**config.mk**
```make
export PLATFORM = sky130hd
export DESIGN_NAME = counter_bus_ctrl
export DESIGN_NICKNAME = d
export VERILOG_FILES = /design/src/rtl/counter_bus_ctrl.sv
export SDC_FILE = /design/constraint.sdc
export NUM_CORES = 1
export LEC_CHECK = 0
export CAP_MARGIN = 40
export CORE_MARGIN = 4
export CORE_UTILIZATION = 39
export DETAILED_ROUTE_END_ITERATION = 10
export GPL_ROUTABILITY_DRIVEN = 0
export PLACE_DENSITY = 0.64
export SLEW_MARGIN = 15
export SYNTH_ARGS = -nofsm -noshare
export SYNTH_HDL_FRONTEND = slang
export SYNTH_SLANG_ARGS = --single-unit
```
**constraint.sdc**
```tcl
create_clock -name clk -period 3.57 [get_ports clk]
set_input_delay 0.714 -clock clk [delete_from_list [all_inputs] [get_ports clk]]
set_output_delay 0.714 -clock clk [all_outputs]
set_load 0.02 [all_outputs]
```
**src/rtl/counter_bus_ctrl.sv**
```systemverilog
// Host-bus slave for the quadrature counter block: synchronises the AVR
// multiplexed bus, latches the address, snapshots counters and serves a register map.
module counter_bus_ctrl #(
    parameter int size    = 8,
    parameter int timeout = 255
) (
    input  logic              clk,
    input  logic              rst,
    input  logic              ale,
    input  logic              rd,
    input  logic              wr,
    input  logic [size-1:0]   ad_in,
    output logic [size-1:0]   ad_out,
    output logic              ad_oe,
    input  logic [4*size-1:0] count,
    input  logic [size-1:0]   idx_sample,
    input  logic [3:0]        idx_pulse,
    output logic [3:0]        clr,
    output logic [2:0]        dbg_state
);

    typedef enum logic [2:0] {
        IDLE  = 3'd0,
        ADDR  = 3'd1,
        ACC   = 3'd2,
        READ  = 3'd3,
        WRITE = 3'd4
    } state_t;

    localparam int TW = $clog2(timeout + 1);
    localparam logic [size-1:0] STATUS_MASK = size'(8'h8F);

    // Bus handshake: an access is ALE high (address on ad) then ALE low,
    // followed by one rd or wr low pulse; each strobe level is acted on only
    // after the two-flop synchroniser, and every level must last >= 4 clk cycles.
    logic            ale_m, ale_s, rd_m, rd_s, wr_m, wr_s;
    logic [size-1:0] ad_m, ad_s, ad_d;

    always_ff @(posedge clk or posedge rst) begin
        if (rst) begin
            ale_m <= 1'b0;
            ale_s <= 1'b0;
            rd_m  <= 1'b1;
            rd_s  <= 1'b1;
            wr_m  <= 1'b1;
            wr_s  <= 1'b1;
            ad_m  <= '0;
            ad_s  <= '0;
            ad_d  <= '0;
        end else begin
            ale_m <= ale;
            ale_s <= ale_m;
            rd_m  <= rd;
            rd_s  <= rd_m;
            wr_m  <= wr;
            wr_s  <= wr_m;
            ad_m  <= ad_in;
            ad_s  <= ad_m;
            ad_d  <= ad_s;
        end
    end

    state_t          state, state_next;
    logic [2:0]      addr;
    logic [size-1:0] shadow [4];
    logic [size-1:0] status;
    logic [TW-1:0]   tcnt;

    logic            latch_addr, snapshot, set_err, commit, read_done;
    logic [size-1:0] status_set, status_clr, ad_next;
    logic [3:0]      clr_next;

    always_comb begin
        state_next = state;
        latch_addr = 1'b0;
        snapshot   = 1'b0;
        set_err    = 1'b0;
        commit     = 1'b0;
        read_done  = 1'b0;
        case (state)
            IDLE: if (ale_s) state_next = ADDR;
            ADDR: if (!ale_s) begin
                state_next = ACC;
                latch_addr = 1'b1;
                snapshot   = (ad_s[2:0] == 3'd0);
            end
            ACC: begin
                if (ale_s)              state_next = ADDR;
                else if (!rd_s && wr_s) state_next = READ;
                else if (rd_s && !wr_s) state_next = WRITE;
                else if (!rd_s && !wr_s) set_err = 1'b1;
            end
            READ: begin
                if (tcnt == TW'(timeout)) begin
                    state_next = IDLE;
                    set_err    = 1'b1;
                end else if (rd_s) begin
                    state_next = ACC;
                    read_done  = 1'b1;
                end else if (ale_s) begin
                    state_next = IDLE;
                    set_err    = 1'b1;
                end
            end
            WRITE: begin
                if (tcnt == TW'(timeout)) begin
                    state_next = IDLE;
                    set_err    = 1'b1;
                end else if (wr_s) begin
                    state_next = ACC;
                    commit     = 1'b1;
                end else if (ale_s) begin
                    state_next = IDLE;
                    set_err    = 1'b1;
                end
            end
            default: state_next = IDLE;
        endcase
    end

    // Status is a full-width word whose unused bits are masked to zero; sets
    // are OR-ed in after clears so a same-cycle set always wins.
    always_comb begin
        status_set      = '0;
        status_set[3:0] = idx_pulse;
        status_set[7]   = set_err;
        status_clr      = '0;
        if (read_done && addr == 3'd5)   status_clr = STATUS_MASK;
        else if (commit && addr == 3'd5) status_clr = ad_d;
        clr_next = (commit && addr == 3'd6) ? ad_d[3:0] : 4'b0000;
    end

    always_comb begin
        ad_next = '0;
        case (addr)
            3'd0, 3'd1, 3'd2, 3'd3: ad_next = shadow[addr[1:0]];
            3'd4:    ad_next = idx_sample;
            3'd5:    ad_next = status;
            3'd7:    ad_next = size'(8'hA5);
            default: ad_next = '0;
        endcase
    end

    always_ff @(posedge clk or posedge rst) begin
        if (rst) begin
            state  <= IDLE;
            addr   <= 3'd0;
            status <= '0;
            ad_out <= '0;
            clr    <= 4'b0000;
            tcnt   <= '0;
            for (int i = 0; i < 4; i++) shadow[i] <= '0;
        end else begin
            state  <= state_next;
            status <= ((status & ~status_clr) | status_set) & STATUS_MASK;
            ad_out <= ad_next;
            clr    <= clr_next;
            tcnt   <= (state == READ || state == WRITE) ? tcnt + 1'b1 : '0;
            if (latch_addr) addr <= ad_s[2:0];
            if (snapshot) begin
                for (int i = 0; i < 4; i++) shadow[i] <= count[i*size +: size];
            end
        end
    end

    // Driven from the raw rd pin so the bus is released as soon as the host lets go.
    assign ad_oe     = (state == READ) & ~rd & ~rst;
    assign dbg_state = state;

endmodule

```
==> metrics.md <==
| Metric | Value |
|---|---|
| Hold WC Path Type | `flop to flop` |
| CTS Buffer Depth | `2` |
| Setup CP Type | `flop to output pin` |
| CTS tree | `done` |
| Via Count | `around 2.2k` |
| Die height | `102.3 um` |
| Crit path DAT | `about 2.1 ns` |
| Synth cell types | `43` |
| Largest net degree at the start of global routing | `70` |
| Max_slew headroom | `0.5533` |
| Setup Buffers After CTS | `0` |
| Post-cts sizing count | `0` |
| F_max | `around 360 MHz` |
| Total inserted antenna cells | `0` |
| RSZ-0062 raised after global routing | `false` |
| Total GRT Usage | `0.1402` |
| Main synth FF type | `dfrtp_1` |
| Vias per cell | `5.034` |
| Tot Pwr | `3.073 mW` |
| Post-Place Cells | `420` |
| Period utilization | `0.7836` |
| Worst-path clk slew | `about 0.080 ns` |
| Global-route wire length before repair | `between 10000 and 15000 um` |
| Clk_lat worst skew | `0.35 ns` |
| Async set or reset register ratio after synthesis | `1.000` |
| Congestion Overflow GR | `0` |
| Fillers | `about 790` |
| Setup Skew | `0.01964 ns` |
| Least-Margin Pin Slew | `about 0.67 ns` |
| Cells after Synth | `around 250` |
| Hold WS | `0.3376 ns` |
| Num CTS Buffers | `9` |
| CTS Hold Buffers Added | `0` |
| Starting Density | `0.3995` |
| Dominant cell by count in the synthesized netlist | `dfrtp_1` |
| Sum Neg Setup Slack | `0 ns` |
| Synth Register Bits | `84` |
| Initial antenna violation count | `0` |
| Num Clock Sinks | `between 80 and 90` |
| YS warnings | `0` |
| Synth area leader | `dfrtp_1` |
| Drt pass-1 iters | `4` |
| R2r setup slk | `1.62 ns` |
| Syn avg cell area | `roughly 14 sq um` |
| EDFF count, synth | `0` |
| Crit path launch type | `flop` |
| Design Area, Final | `around 4400 sq um` |
| Max-slew violations | `0` |
| Period minus WS final | `2.797 ns` |
| Area delta synth->final | `28.29%` |
| Top post-synthesis cells by area | `dfrtp_1 58%, mux2_2 11%, mux4_2 5.2%` |
| Number of global-route vias before repair | `roughly 2.2k` |
| P per Cell Area | `690.8 nW/um^2` |
| CTS Root Cell | `clkbuf_8` |
| I/O pin count | `between 70 and 80` |
| IO buf count | `between 60 and 70` |
| Fin nets | `~380` |
| Hold Vio Cnt, Final | `0` |
| Post-synth top cells | `80 x dfrtp_1, 35 x mux2_2, 13 x nor2_1` |
| Hpwl dp | `a little under 5000 um` |
| DIE AREA | `between 10000 and 15000 sq um` |
| # DRC | `0` |
| Layout cells sized above 1 | `0.2348` |
| WL final | `6799 um` |
| Leak | `1.811 nW` |
| Max VDD drop | `between 0.0002 and 0.0003 V` |
| Status | `completed` |
| CP Max Fanout | `13` |
| Clock H-tree levels | `3` |
| Post-synth top area share | `0.5774` |
| Worst Path Required | `roughly 2.9 ns` |
| Post-Syn Area | `3467 sq um` |
| Dpl cell area | `between 4000 and 5000 sq um` |
| CP Capture Type | `output pin` |
| DR WL/cell | `15.59 um` |
| Non-Filler Instances | `approximately 440` |
| Std-Cell Rows | `34` |
| Max-cap violations | `0` |
| Chip Width | `between 100 and 150 um` |
| Post-synthesis sequential area ratio | `0.6077` |
| Syn Nets | `~310` |
| Remaining antenna violation count | `0` |
| Final setup fails | `0` |
| Core area | `8678 sq um` |
| DRT iter0 DRCs | `71` |
state kept, by name, indices dropped and copies added, names as in the netlist:
| name | cells |
|---|---|
| shadow | 32 |
| ad_out | 8 |
| tcnt | 8 |
| ad_d | 5 |
| ad_m | 5 |
| ad_s | 5 |
| status | 5 |
| clr | 4 |
| addr | 3 |
| dbg_state | 3 |
| ale_m | 1 |
| ale_s | 1 |
| rd_m | 1 |
| rd_s | 1 |
| wr_m | 1 |
| wr_s | 1 |
logic make-up (layout without fill, tap and decap cells):
group,count (synthesis),after routing,share of synthesized area
adder cells (fa/ha/maj),1,1,0.003608
AO/OA/AOI/OAI,24,24,0.04836
XOR/XNOR,7,7,0.01768
AND/OR/NAND/NOR,69,69,0.1148
multiplexers,48,48,0.1812
buffers and inverters,21,95,0.02671
flip-flops,84,84,0.6077
power breakdown:
group	internal, mW	total (mW)	switching (mW)
Sequential	1.24	1.48	0.246
Combinational	0.583	0.969	0.386
Clock	0.276	0.621	0.345
Total	2.10	3.07	0.977
final timing paths:
check,startpoint,endpoint,depth (start not counted)
max in group asynchronous,rst,wr_m,3
max,dbg_state[0],ad_oe,3
min,ad_m[7],ad_s[7],0
min reg2reg,ad_m[7],ad_s[7],0
max reg2reg,addr[1],status[7],4
min in group asynchronous,rst,ad_out[3],2
layer usage:
layer,part of all wire,global-route usage,up-vias
li1,-,-,1040
met1,0.44,0.1903,1097
met2,0.49,0.2139,47
met3,0.049,0.03276,11
met4,0.019,0.06559,0
met5,0,0,-
layout make-up:
| type | count | area, sq um | share of cell area |
|---|---|---|---|
| Multi-Input combinational cell | 149 | 1267 | 0.2850 |
| Inverter | 7 | 27.53 | 0.006188 |
| Clock inverter | 6 | 47.55 | 0.01069 |
| Tap cell | 108 | 135.1 | 0.03038 |
| Clock buffer | 10 | 137.6 | 0.03094 |
| Timing Repair Buffer | 72 | 725.7 | 0.1632 |
| Sequential cell | 84 | 2107 | 0.4737 |
metrics by stage:
step | util | worst slack [ns]
5_1_grt | 0.5125 | 0.6538
3_5_place_dp | 0.4912 | 0.8538
3_3_place_gp | 0.4912 | 0.8911
2_1_floorplan | - | 0.6975
4_1_cts | 0.5125 | 0.7455
6_report | 0.5125 | 0.7727
placed cells by master (no fill, tap or decap), types with 4 or more instances in the layout:
cell type	netlist	final
a31o_2	4	4
and2_1	5	5
clkbuf_8	0	10
clkdlybuf4s50_1	0	69
dfrtp_1	80	80
dfstp_2	4	4
inv_1	7	6
mux2_2	35	35
mux4_2	8	8
nand2_1	12	12
nand2b_1	4	4
nand3_1	10	10
nor2_1	13	13
nor2b_1	6	6
nor3_1	4	4
o21ai_0	6	6
xor2_1	6	6
critical path, stage by stage (launching register included):
cell             delay [ns]
dfrtp_1                0.61
nand3b_1               0.26
nor3_1                 0.22
clkdlybuf4s50_1        0.65
No activity file was read; power rests on OpenSTA's default activity.
